`src/rtl/tap_recorder.sv`:
```
// rtl/tap_recorder.sv - records the cassette write line as a TAP v1 image
// Pulse periods are measured in CPU ticks and written one byte at a time over a req/ack port.
module tap_recorder #(
    parameter logic [24:0] BASE_ADDR = 25'h0000000,
    parameter logic [23:0] MAX_BYTES = 24'hFFFFFF
) (
    input  logic        clk,
    input  logic        reset,
    input  logic        ce_1m,
    input  logic        enable,
    input  logic        cass_motor_n,
    input  logic        cass_write,
    output logic        wr_req,
    output logic [24:0] wr_addr,
    output logic [7:0]  wr_data,
    input  logic        wr_ack,
    output logic [23:0] tap_len,
    output logic        active,
    output logic        done,
    output logic        overflow
);

    typedef enum logic [2:0] {S_IDLE, S_HDR, S_ARM, S_RUN, S_EMIT, S_FIN, S_DONE} state_t;

    state_t      state_q, state_d;
    logic [4:0]  idx_q, idx_d;
    logic [31:0] grp_q, grp_d;
    logic [1:0]  last_q, last_d;
    logic [23:0] len_q, len_d;
    logic [23:0] cnt_q, cnt_d;
    logic        done_q, done_d;
    logic        ovf_q, ovf_d;
    logic        stop_q, stop_d;
    logic        en_prev_q;
    logic        s1_q, s2_q, prev_q;

    logic        edge_w, tick_w, long_w, fits_w, accept_w;
    logic [7:0]  short_w;
    logic [31:0] enc_w;

    function automatic logic [7:0] hdr_byte(input logic [4:0] i);
        case (i)
            5'd0:    hdr_byte = 8'h43;
            5'd1:    hdr_byte = 8'h36;
            5'd2:    hdr_byte = 8'h34;
            5'd3:    hdr_byte = 8'h2D;
            5'd4:    hdr_byte = 8'h54;
            5'd5:    hdr_byte = 8'h41;
            5'd6:    hdr_byte = 8'h50;
            5'd7:    hdr_byte = 8'h45;
            5'd8:    hdr_byte = 8'h2D;
            5'd9:    hdr_byte = 8'h52;
            5'd10:   hdr_byte = 8'h41;
            5'd11:   hdr_byte = 8'h57;
            5'd12:   hdr_byte = 8'h01;
            default: hdr_byte = 8'h00;
        endcase
    endfunction

    assign edge_w   = s2_q & ~prev_q;
    assign tick_w   = ce_1m & ~cass_motor_n;
    assign long_w   = |cnt_q[23:11];
    assign short_w  = (cnt_q[10:3] == 8'h00) ? 8'h01 : cnt_q[10:3];
    // Byte 0 of the group sits in the low lane so EMIT can index by idx_q.
    assign enc_w    = long_w ? {cnt_q[23:16], cnt_q[15:8], cnt_q[7:0], 8'h00} : {24'h000000, short_w};
    assign fits_w   = ({1'b0, len_q} + (long_w ? 25'd4 : 25'd1)) <= {1'b0, MAX_BYTES};
    assign accept_w = wr_req & wr_ack;

    assign tap_len  = len_q;
    assign done     = done_q;
    assign overflow = ovf_q;
    assign active   = (state_q != S_IDLE) && (state_q != S_DONE);

    always_comb begin
        cnt_d = cnt_q;
        if (edge_w)
            cnt_d = tick_w ? 24'd1 : 24'd0;
        else if (state_q == S_ARM)
            cnt_d = 24'd0;
        else if (tick_w && cnt_q != 24'hFFFFFF)
            cnt_d = cnt_q + 24'd1;
    end

    always_comb begin
        state_d = state_q;
        idx_d   = idx_q;
        grp_d   = grp_q;
        last_d  = last_q;
        len_d   = len_q;
        done_d  = done_q;
        ovf_d   = ovf_q;
        stop_d  = stop_q;
        wr_req  = 1'b0;
        wr_addr = BASE_ADDR;
        wr_data = 8'h00;
        case (state_q)
            S_IDLE: begin
                if (enable && !en_prev_q) begin
                    len_d   = 24'd0;
                    done_d  = 1'b0;
                    ovf_d   = 1'b0;
                    stop_d  = 1'b0;
                    idx_d   = 5'd0;
                    state_d = S_HDR;
                end
            end
            S_HDR: begin
                wr_req  = 1'b1;
                wr_addr = BASE_ADDR + 25'(idx_q);
                wr_data = hdr_byte(idx_q);
                if (!enable) stop_d = 1'b1;
                if (accept_w) begin
                    if (idx_q == 5'd19) begin
                        idx_d   = 5'd0;
                        state_d = (stop_q || !enable) ? S_FIN : S_ARM;
                    end else begin
                        idx_d = idx_q + 5'd1;
                    end
                end
            end
            S_ARM: begin
                if (!enable) begin
                    idx_d   = 5'd0;
                    state_d = S_FIN;
                end else if (edge_w) begin
                    state_d = S_RUN;
                end
            end
            S_RUN: begin
                if (!enable) begin
                    idx_d   = 5'd0;
                    state_d = S_FIN;
                end else if (edge_w) begin
                    idx_d = 5'd0;
                    if (fits_w) begin
                        grp_d   = enc_w;
                        last_d  = long_w ? 2'd3 : 2'd0;
                        state_d = S_EMIT;
                    end else begin
                        ovf_d   = 1'b1;
                        state_d = S_FIN;
                    end
                end
            end
            S_EMIT: begin
                wr_req  = 1'b1;
                wr_addr = BASE_ADDR + 25'd20 + {1'b0, len_q};
                wr_data = grp_q[{idx_q[1:0], 3'b000} +: 8];
                if (!enable) stop_d = 1'b1;
                if (edge_w) ovf_d = 1'b1;
                if (accept_w) begin
                    len_d = len_q + 24'd1;
                    if (idx_q[1:0] == last_q) begin
                        idx_d   = 5'd0;
                        state_d = (stop_q || !enable) ? S_FIN : S_RUN;
                    end else begin
                        idx_d = idx_q + 5'd1;
                    end
                end
            end
            S_FIN: begin
                wr_req  = 1'b1;
                wr_addr = BASE_ADDR + 25'd16 + 25'(idx_q);
                case (idx_q[1:0])
                    2'd0:    wr_data = len_q[7:0];
                    2'd1:    wr_data = len_q[15:8];
                    2'd2:    wr_data = len_q[23:16];
                    default: wr_data = 8'h00;
                endcase
                if (accept_w) begin
                    if (idx_q[1:0] == 2'd3) begin
                        idx_d   = 5'd0;
                        done_d  = 1'b1;
                        state_d = S_DONE;
                    end else begin
                        idx_d = idx_q + 5'd1;
                    end
                end
            end
            S_DONE: begin
                if (!enable) state_d = S_IDLE;
            end
            default: state_d = S_IDLE;
        endcase
    end

    always_ff @(posedge clk or posedge reset) begin
        if (reset) begin
            state_q   <= S_IDLE;
            idx_q     <= 5'd0;
            grp_q     <= 32'd0;
            last_q    <= 2'd0;
            len_q     <= 24'd0;
            cnt_q     <= 24'd0;
            done_q    <= 1'b0;
            ovf_q     <= 1'b0;
            stop_q    <= 1'b0;
            en_prev_q <= 1'b0;
            s1_q      <= 1'b0;
            s2_q      <= 1'b0;
            prev_q    <= 1'b0;
        end else begin
            state_q   <= state_d;
            idx_q     <= idx_d;
            grp_q     <= grp_d;
            last_q    <= last_d;
            len_q     <= len_d;
            cnt_q     <= cnt_d;
            done_q    <= done_d;
            ovf_q     <= ovf_d;
            stop_q    <= stop_d;
            en_prev_q <= enable;
            s1_q      <= cass_write;
            s2_q      <= s1_q;
            prev_q    <= s2_q;
        end
    end

endmodule

```
`config.mk`:
```
export PLATFORM = sky130hd
export DESIGN_NAME = tap_recorder
export DESIGN_NICKNAME = d
export VERILOG_FILES = /design/src/rtl/tap_recorder.sv
export SDC_FILE = /design/constraint.sdc
export NUM_CORES = 1
export LEC_CHECK = 0
export CAP_MARGIN = 20
export CORE_MARGIN = 1.5
export CORE_UTILIZATION = 57
export DETAILED_ROUTE_END_ITERATION = 12
export GPL_TIMING_DRIVEN = 1
export PLACE_DENSITY = 0.8
export SYNTH_ARGS = -nofsm -noshare
export SYNTH_HDL_FRONTEND = slang
export SYNTH_SLANG_ARGS = --single-unit
```
`constraint.sdc`:
```
create_clock -name clk -period 3.92 [get_ports clk]
set_input_delay 0.392 -clock clk [delete_from_list [all_inputs] [get_ports clk]]
set_output_delay 0.392 -clock clk [all_outputs]
set_load 0.01 [all_outputs]
```
==> results of run 1 <==
## worst max-delay path by stage
stage,from,cells after the start,to
after floorplan,cnt_q[16],11,grp_q[19]
after global placement,cnt_q[16],8,grp_q[25]
after detailed placement,cnt_q[16],10,last_q[0]
after CTS,state_q[0],5,wr_data[0]
after global routing,state_q[0],5,wr_data[0]
final,state_q[0],5,wr_data[0]
## registers in the layout, summed over array words and instances (netlist names)
register   count
grp_q         32
overflow       1
idx_q          5
cnt_q         24
state_q        3
s2_q           1
tap_len       24
en_prev_q      1
prev_q         1
last_q         1
done           1
s1_q           1
stop_q         1
## power groups by stage
stage	Combinational (mW)	Clock [mW]	Sequential [mW]
finish	1.07	0.740	1.27
detailed placement	1.05	0	1.29
global placement	1.03	0	1.28
floorplan	0.820	0	1.17
global route	1.17	0.790	1.29
CTS	1.06	0.744	1.27
## logic make-up after synthesis
family,count (synthesis),share of synthesized area
simple gates,281,0.226
compound gates,128,0.148
flops,96,0.394
buf+inv,67,0.0567
xor+xnor,61,0.0877
mux,25,0.0608
fa+ha+maj,13,0.0263
## synthesized netlist by cell type (15+ instances only)
cell type  instances  share of area
dfrtp_1           96           0.39
nor2_1            89          0.055
nand2_1           72          0.044
o21ai_0           40          0.033
xnor2_1           31          0.045
clkbuf_1          30          0.018
xor2_1            30          0.043
nand3_1           25          0.021
a21oi_1           22          0.018
nand4_1           20          0.021
mux2_2            16          0.030
inv_1             15         0.0092
## layer usage
layer	track usage	wire (um)	vias to the layer above
li1	-	-	2463
met1	0.413	7030	2615
met2	0.457	7390	204
met3	0.0478	949	24
met4	0.101	303	0
met5	0	0	-
## layout make-up
type / count / area share
tap: 136 / 0.0245
clock buffer: 12 / 0.0209
clock inverter: 4 / 0.0110
timing repair buffer: 77 / 0.107
inverter: 15 / 0.00847
multi-input combinational: 508 / 0.482
sequential: 96 / 0.346
## through the flow
stage	hold WS, ps	power (mW)	area (um2)
6_report	301	3.08	6950
4_1_cts	303	3.07	6950
3_5_place_dp	336	2.34	6730
3_3_place_gp	337	2.31	6730
5_1_grt	328	3.25	6950
2_1_floorplan	331	1.99	6090
==> reports/results.tsv, run 1 <==
metric	value	unit
status	completed	
CP peak stage delay	770	ps
nets@finish	726	
detailed-route via count	5306	
clock-pin slew on the worst setup and hold paths	100	ps
TritonRoute pass-1 iters	7	
cell count after placement	832	
Avg Vias per Cell	6.26	
clock buffer depth	2	
clock tree sinks	96	
Starting Density	0.587	
Startpoint Class	flop	
Final Max Slew Viols	0	
sequential power share	0.413	
core area	10400	um2
residual DRC count	0	
syn_nets	690	
synthesized area	6090	um2
grt total ovfl	0	
Routed Antenna Nets	0	
fin cells	848	
Post-synth EDFFs	0	
Mapped Cells	671	
port bufs	67	
most common cell after layout, fill and taps aside	dfrtp_1	
Slew headroom	0.396	
Syn Area/Cell	9.08	um2
Antenna diodes	0	
Logic pwr share	0.347	
area occupied by multi-input gates	3350	um2
R2R Path End	last_q[0]	
total of max-cap violations	0	
skew final	13.8	ps
RSZ-0062 raised after global routing	false	
r2r setup slk	450	ps
crit path max-delay cell type	dfrtp_1	
reg-to-reg critical path startpoint	cnt_q[16]	
Net Sw Power	1.13	mW
Final period util	0.910	
Setup CP Type	reg2out	
Reg area	2400	um2
flops & latches, synth	96	
CP cell instances	nand2b_1 > nor3_1 > o21ai_0 > o211ai_1 > clkdlybuf4s50_1	
Placer Congestion	0.943	
R2R depth	10	
Slew @ Worst Pin	898	ps
first-pass GRT wire length	26000	um
Hold Vio Cnt, Final	0	
Die Wd	106	um
DP HPWL	11300	um
CTS tree	built	
Critical Path RT	3530	ps
Total GRT Usage	0.293	
vias in the first global route	4965	
Die H	106	um
final worst path period need	3570	ps
antenna violations before repair	0	
yosys warns	0	
Layout area overhead	14.0	%
CP Capture Type	output port	
Net Sw Frac	0.367	
full die area	11300	um2
Layout fillers	863	
most frequent cells in the layout	dfrtp_1 (96), nor2_1 (89), nand2_1 (72), clkdlybuf4s50_1 (67), o21ai_0 (40)	
clock network fraction of total power	0.240	
Int Power	1.95	mW
post-synthesis cell type count	69	
crit path DAT	3180	ps
Clock Latency Late Sink	380	ps
iteration-0 DRC count of the detailed router	458	
cts hold-fix bufs	0	
# resized after CTS	0	
Max FO, Critical Path	21	
layout cell share with drive strength beyond 1	0.0941	
# rows	37	
CTS Buf Count	9	
Lkg Pwr	2.76	nW
Fin Setup TNS	0	ps
wire per inst	18.5	um
Final setup viols	0	
Top Ports	68	
largest net degree at the start of global routing	39	
crit-path leading delay family	simple AND/OR/NAND/NOR gates	
worst-case vdd ir drop	0.352	mV
Clock Root Buffer	clkbuf_8	
setup bufs post-CTS	0	
Power Density	444	nW/um2
fmax	0.280	GHz
post-route setup slack	352	ps
H-tree levels	3	
Detailed Route WL	15700	um
Final Util	0.670	
Buf+Inv Stages, Crit Path	1	
Post-synth ARST share	1.00	
sequential area share after synthesis	0.394	
min-delay worst type	in2async	
top_reg_cell synth	dfrtp_1	
pre-CTS setup slack	484	ps
Power figures use the tool's default switching activity.
==> run 2: changes to the inputs <==
--- a/config.mk
+++ b/config.mk
@@ -6,8 +6,10 @@
 export NUM_CORES = 1
 export LEC_CHECK = 0
 export CAP_MARGIN = 20
+export CORE_ASPECT_RATIO = 1.1
 export CORE_MARGIN = 1.5
 export CORE_UTILIZATION = 57
+export CTS_CLUSTER_SIZE = 10
 export DETAILED_ROUTE_END_ITERATION = 12
 export GPL_TIMING_DRIVEN = 1
 export PLACE_DENSITY = 0.8
==> reports/results.tsv, run 2 (synthesis gave the netlist of run 1 again) <==
metric	value	unit
status	completed	
residual DRC count	0	
Lkg Pwr	2.78	nW
clock buffer depth	2	
Antenna diodes	0	
fin cells	854	
RSZ-0062 raised after global routing	false	
Critical Path RT	3530	ps
most frequent cells in the layout	dfrtp_1 (96), nor2_1 (89), nand2_1 (72), clkdlybuf4s50_1 (67), o21ai_0 (40)	
Die H	111	um
total of max-cap violations	0	
final instance area	7000	um2
DP HPWL	11400	um
CTS tree	built	
port bufs	67	
Clock Latency Late Sink	340	ps
Total GRT Usage	0.294	
total power	3.16	mW
grt total ovfl	0	
clock-pin slew on the worst setup and hold paths	60	ps
crit path DAT	3200	ps
R2R depth	10	
vias in the first global route	5054	
cts hold-fix bufs	0	
Clock Root Buffer	clkbuf_16	
post-route setup slack	328	ps
CP Capture Type	output port	
Die Wd	102	um
min-delay worst type	reg2reg	
Slew headroom	0.392	
Layout area overhead	14.9	%
nets@finish	726	
Setup CP Type	reg2out	
Hold Worst Slack	356	ps
Final setup viols	0	
Post-DP Area	6730	um2
skew final	4.61	ps
Reg area	2400	um2
Final Util	0.674	
Detailed Route WL	15800	um
detailed-route via count	5280	
Hold Vio Cnt, Final	0	
layout cell share with drive strength beyond 1	0.0914	
max reg flops	32	
Starting Density	0.586	
largest net degree at the start of global routing	76	
Layout fillers	852	
Final period util	0.916	
full die area	11300	um2
clock tree sinks	96	
antenna violations before repair	0	
# rows	39	
Startpoint Class	flop	
most common cell after layout, fill and taps aside	dfrtp_1	
cell count after placement	839	
Power Density	451	nW/um2
# resized after CTS	0	
Routed Antenna Nets	0	
Fin Setup TNS	0	ps
first-pass GRT wire length	26200	um
TritonRoute pass-1 iters	8	
setup bufs post-CTS	0	
Avg Vias per Cell	6.18	
iteration-0 DRC count of the detailed router	505	
core area	10400	um2
pre-CTS setup slack	655	ps
H-tree levels	3	
Max FO, Critical Path	17	
final worst path period need	3590	ps
CTS Buf Count	9	
Min-Delay Path Depth	0	
area occupied by multi-input gates	3350	um2
Final Max Slew Viols	0	
worst-case vdd ir drop	0.237	mV
Slew @ Worst Pin	903	ps
Top Ports	68	
Placer Congestion	0.941	
Top reg by flops	grp_q	
fmax	0.278	GHz
wire per inst	18.5	um
[run 2: cell types whose count changed in the layout (fill, tap and decap cells not counted), sizes merged]
cell	before	now
clkinv	0	1
inv	16	15
clkbuf	12	13
bufinv	2	0
[run 2: where the power goes]
part / internal (mW) / switching (mW) / total (mW)
sequential: 1.07 / 0.224 / 1.29
combinational: 0.504 / 0.555 / 1.06
clock: 0.446 / 0.359 / 0.805
[run 2: layer usage]
| layer | global-route usage | wire length, um |
|---|---|---|
| met1 | 0.406 | 6600 |
| met2 | 0.468 | 7760 |
| met3 | 0.0408 | 1050 |
| met4 | 0.117 | 404 |
| met5 | 0 | 0 |
[run 2: area by class of cell]
type | count | share of cell area
multi-input cells | 508 | 0.478
repair buffers | 77 | 0.107
flip-flops and latches | 96 | 0.343
well taps | 143 | 0.0256
clock buffers | 13 | 0.0357
clock inverters | 2 | 0.00232
inverters | 15 | 0.00840
[run 2: final timing paths]
path | start | to | slack (ps)
min | s1_q | s2_q | 360
min in group asynchronous | reset | cnt_q[2] | 600
min reg2reg | s1_q | s2_q | 360
max reg2reg | cnt_q[11] | grp_q[16] | 600
max in group asynchronous | reset | tap_len[23] | 2580
max | idx_q[0] | wr_data[6] | 330
[run 2: worst max-delay path, stage by stage (launching register included)]
cell and delay, ps:
dfrtp_1 840, inv_1 230, ha_1 430, a222oi_1 450
nor2_1 100, a221o_1 310, clkdlybuf4s50_1 490
